### src/rtl/serial_adder_ctrl.sv
// serial_adder_ctrl: bit-serial WIDTH-bit adder around a single 1-bit full-adder cell.
// Operands are captured on an accepted start and fed to the FA LSB first, one
// bit pair per clock. The FA carry lives in a flop between bits, and the Sum
// bits are shifted into a parallel result. The result is published with a
// one-cycle done pulse.
module serial_adder_ctrl #(
  parameter int WIDTH = 8
) (
  input  logic             clk,
  input  logic             rst_n,
  input  logic             start,
  input  logic [WIDTH-1:0] a,
  input  logic [WIDTH-1:0] b,
  input  logic             cin,
  output logic             busy,
  output logic             done,
  output logic [WIDTH-1:0] sum,
  output logic             cout
);

  localparam int CW = (WIDTH > 2) ? $clog2(WIDTH) : 1;

  localparam logic [1:0] ST_IDLE = 2'd0;
  localparam logic [1:0] ST_RUN  = 2'd1;
  localparam logic [1:0] ST_DONE = 2'd2;

  localparam logic [CW-1:0] CNT_LAST = CW'(WIDTH - 1);
  localparam logic [CW-1:0] CNT_ONE  = CW'(1);

  // 1-bit full adder cell: returns {carry_out, sum}
  function automatic logic [1:0] fa_cell(input logic x, input logic y, input logic c);
    fa_cell = {(x & y) | (x & c) | (y & c), x ^ y ^ c};
  endfunction

  logic [1:0]       state_q, state_d;
  logic [WIDTH-1:0] a_sh_q, a_sh_d;
  logic [WIDTH-1:0] b_sh_q, b_sh_d;
  logic [WIDTH-1:0] s_sh_q, s_sh_d;
  logic             carry_q, carry_d;
  logic [CW-1:0]    cnt_q, cnt_d;
  logic [WIDTH-1:0] sum_q, sum_d;
  logic             cout_q, cout_d;
  logic             busy_q, busy_d;
  logic             done_q, done_d;
  logic [1:0]       fa_s;

  // Next-state logic: capture in IDLE, one FA bit per cycle in RUN, publish on the last bit
  always_comb begin
    state_d = state_q;
    a_sh_d  = a_sh_q;
    b_sh_d  = b_sh_q;
    s_sh_d  = s_sh_q;
    carry_d = carry_q;
    cnt_d   = cnt_q;
    sum_d   = sum_q;
    cout_d  = cout_q;
    fa_s    = fa_cell(a_sh_q[0], b_sh_q[0], carry_q);

    case (state_q)
      ST_IDLE: begin
        if (start) begin
          a_sh_d  = a;
          b_sh_d  = b;
          s_sh_d  = {WIDTH{1'b0}};
          carry_d = cin;
          cnt_d   = {CW{1'b0}};
          state_d = ST_RUN;
        end else begin
          state_d = ST_IDLE;
        end
      end
      ST_RUN: begin
        carry_d = fa_s[1];
        a_sh_d  = {1'b0, a_sh_q[WIDTH-1:1]};
        b_sh_d  = {1'b0, b_sh_q[WIDTH-1:1]};
        s_sh_d  = {fa_s[0], s_sh_q[WIDTH-1:1]};
        cnt_d   = cnt_q + CNT_ONE;
        if (cnt_q == CNT_LAST) begin
          // Last bit: the final Sum bit and carry complete the result
          sum_d   = {fa_s[0], s_sh_q[WIDTH-1:1]};
          cout_d  = fa_s[1];
          state_d = ST_DONE;
        end else begin
          state_d = ST_RUN;
        end
      end
      ST_DONE: begin
        // start is ignored here; it is only sampled back in IDLE
        state_d = ST_IDLE;
      end
      default: begin
        state_d = ST_IDLE;
      end
    endcase

    // Status flags are registered copies of the state being entered
    busy_d = (state_d == ST_RUN);
    done_d = (state_d == ST_DONE);
  end

  // State, datapath and output registers with asynchronous active-low reset
  always_ff @(posedge clk or negedge rst_n) begin
    if (!rst_n) begin
      state_q <= ST_IDLE;
      a_sh_q  <= {WIDTH{1'b0}};
      b_sh_q  <= {WIDTH{1'b0}};
      s_sh_q  <= {WIDTH{1'b0}};
      carry_q <= 1'b0;
      cnt_q   <= {CW{1'b0}};
      sum_q   <= {WIDTH{1'b0}};
      cout_q  <= 1'b0;
      busy_q  <= 1'b0;
      done_q  <= 1'b0;
    end else begin
      state_q <= state_d;
      a_sh_q  <= a_sh_d;
      b_sh_q  <= b_sh_d;
      s_sh_q  <= s_sh_d;
      carry_q <= carry_d;
      cnt_q   <= cnt_d;
      sum_q   <= sum_d;
      cout_q  <= cout_d;
      busy_q  <= busy_d;
      done_q  <= done_d;
    end
  end

  assign busy = busy_q;
  assign done = done_q;
  assign sum  = sum_q;
  assign cout = cout_q;

endmodule

### config.mk
export PLATFORM = sky130hd
export DESIGN_NAME = serial_adder_ctrl
export DESIGN_NICKNAME = d
export VERILOG_FILES = /design/src/rtl/serial_adder_ctrl.sv
export SDC_FILE = /design/constraint.sdc
export NUM_CORES = 1
export LEC_CHECK = 0
export CAP_MARGIN = 20
export CELL_PAD_IN_SITES_DETAIL_PLACEMENT = 0
export CELL_PAD_IN_SITES_GLOBAL_PLACEMENT = 2
export CORE_ASPECT_RATIO = 1.2
export CORE_MARGIN = 2
export CORE_UTILIZATION = 38
export CTS_CLUSTER_SIZE = 20
export DETAILED_ROUTE_END_ITERATION = 10
export PLACE_DENSITY_LB_ADDON = 0.12
export SLEW_MARGIN = 10
export SYNTH_ARGS = -nofsm -noshare
export SYNTH_HDL_FRONTEND = slang
export SYNTH_SLANG_ARGS = --single-unit
export TNS_END_PERCENT = 5
### constraint.sdc
create_clock -name clk -period 2.4 [get_ports clk]
set_input_delay 0.48 -clock clk [delete_from_list [all_inputs] [get_ports clk]]
set_output_delay 0.48 -clock clk [all_outputs]
set_load 0.02 [all_outputs]
==> impl_metrics.toml <==
[drt]
viasPerCell = 5.49
ant_nets = 0
wl_per_cell_um = 16.3
drt_pre_antenna_iters = 4
dr_total_vias = 1142
drcViolationCount = 0
drtIter0Drc = 49
drt-total-wl_mm = 3.40

[cells_and_area]
area_growth_pct = 26.0
final-seq-area_um2 = 1000
multi_input_area_um2 = 674
final_cell_mix = "dfrtp_1 (40), clkdlybuf4s50_1 (29), o221a_2 (15), or4b_1 (14)"
final_common_cell = "dfrtp_1"
diodes = 0
nets = 172
fin_cells = 208
drive_above_1_share = 0.267
fillCellCount = 427

[setup_path]
cp-end-kind = "flop"
start_kind = "flop"
critPathBufInv = 0
worst_path_max_delay_cell = "dfrtp_1"
crit_arrival_ns = 1.97
path_delay_family = "flip-flops"
worstPathRequired_ns = 2.63
slowest_delay_ns = 0.82
path_class = "reg -> reg"
crit_chain = "nor2b_1 > a22o_1"
cp_max_fo = 26

[yosys]
synth_top_family_by_area = "compound AO/OA/AOI/OAI gates"
synth_xor_area_frac = 0
synth_seq_area_share = 0.573
syn-num-nets = 144
synth.avg_cell_area_um2 = 14.4
syn_inst = 121
synth_seq_cells = 40
yosysUniqueCellTypes = 25
yosys_warnings = 0
synth_simple_gate_area_frac = 0.127
synth-compound-area-share = 0.170
syn_area_um2 = 1750
synth_adder_area_share = 0.0258
synthMuxAreaShare = 0.0638

[placement]
port_buffers = 30
dp_cells = 200
globalplace.congestion = 0.693
dp_hpwl_mm = 2.21

[timing]
skew_ns = 0.00270
worst_pin_slew_ns = 0.891
period_share = 0.726
period_minus_slack_ns = 1.74
finalSetupViolCount = 0
fmax_mhz = 574
hold_viol = 0
setup_tns_ns = 0
maxSlewViolCount = 0
rsz0062_at_grt = "false"
relSlewSlack = 0.406

[global_route]
antenna_found_initial = 0
grt_max_degree = 41
grt_first_pass_wirelength_mm = 5.95
grt_overflow = 0
grt_pass1_vias = 1214
grt_usage = 0.153

[clock_tree]
worst_skew_pair.late_latency_ns = 0.29
cts_tree = "yes"
holdBufCountCts = 0
path_clk_slew_ns = 0.08
htree_levels = 2
clock_path_buffers = 2
cts_made_buffers = 5
clockRootBuffer = "clkbuf_8"
clock_sinks = 40
post_cts_buffers = 0
cts_resized = 0

[floorplan]
floorplan.die_area_um2 = 5150
die_y_um = 78.2
start_util = 0.388
rows = 27
fp.dieW_um = 65.9
io_pins = 31
core_um2 = 4490

[pwr]
p_leak_uw = 0.000950
powerDensity_nw_per_um2 = 1260
peakVddDrop_v = 0.000440

[job]
drv_cap = 0

[run_status]
status = "completed"

[worst_hold_path]
hold_class = "in -> async"
==> through the flow <==
stage               hold slack (ns)  utilization  total power, µW  area, µm²  worst slack (ns)
global route                  0.371        0.490             2970       2200             0.474
CTS                           0.346        0.490             2810       2200             0.628
global placement              0.473        0.461             2170       2070             0.410
floorplan                     0.184            -             1870       1750             0.896
finish                        0.309        0.490             2770       2200             0.658
detailed placement            0.480        0.461             2200       2070             0.355
==> synth_stat cells, drive strengths merged <==
cell type / number / area [µm²]
o21bai: 1 / 11.3
dfrtp: 40 / 1000
fa: 1 / 20.0
inv: 2 / 7.51
nand3b: 1 / 7.51
mux2: 9 / 101
a21oi: 2 / 10.0
mux2i: 1 / 10.0
o221a: 15 / 169
o21ba: 1 / 10.0
clkbuf: 5 / 22.5
or4b: 15 / 150
buf: 7 / 40.0
or2b: 1 / 7.51
nand2b: 2 / 12.5
a211o: 2 / 17.5
nor4bb: 1 / 10.0
and4bb: 1 / 12.5
nor3b: 2 / 15.0
a22o: 9 / 78.8
ha: 2 / 25.0
nor2b: 1 / 6.26
==> metal layers <==
metal | vias to the layer above | part of all wire | global-route usage
li1 | 532 | - | -
met1 | 579 | 0.42 | 0.184
met3 | 5 | 0.044 | 0.0444
met2 | 26 | 0.52 | 0.256
met5 | - | 0 | 0
met4 | 0 | 0.014 | 0.0563
==> worst paths after layout <==
check | cells past startpoint | slack, ns | start | endpoint
setup / recovery | 2 | 0.66 | state_q[0] | s_sh_q[7]
hold / removal | 1 | 0.31 | rst_n | s_sh_q[1]
setup reg to reg | 2 | 0.66 | state_q[0] | s_sh_q[7]
hold reg to reg | 1 | 0.51 | s_sh_q[1] | s_sh_q[1]
max in group asynchronous | 1 | 1.52 | rst_n | a_sh_q[0]
min in group clk | 1 | 0.51 | s_sh_q[1] | s_sh_q[1]
==> cell families after synthesis <==
| group | Yosys count |
|---|---|
| buf+inv | 14 |
| flops | 40 |
| fa+ha+maj | 3 |
| mux | 10 |
| simple gates | 24 |
| compound gates | 30 |
==> registers in the layout, indices dropped and copies added (netlist names) <==
signal   flops
a_sh_q       8
b_sh_q       8
sum          8
s_sh_q       7
cnt_q        3
state_q      2
busy         1
carry_q      1
cout         1
done         1
==> power by group <==
| part | internal (µW) | switching (µW) | total, µW | leakage, µW |
|---|---|---|---|---|
| clock | 367 | 230 | 596 | 0.0000645 |
| combinational | 571 | 396 | 966 | 0.000394 |
| sequential | 969 | 235 | 1200 | 0.000492 |
==> layout make-up <==
cell class,count,area share
clock buffers,7,0.0438
repair buffers,33,0.144
well taps,58,0.0330
multi-input cells,67,0.307
clock inverters,1,0.0137
inverters,2,0.00341
flip-flops and latches,40,0.455
Note: power is estimated with default switching activity, not from simulation.
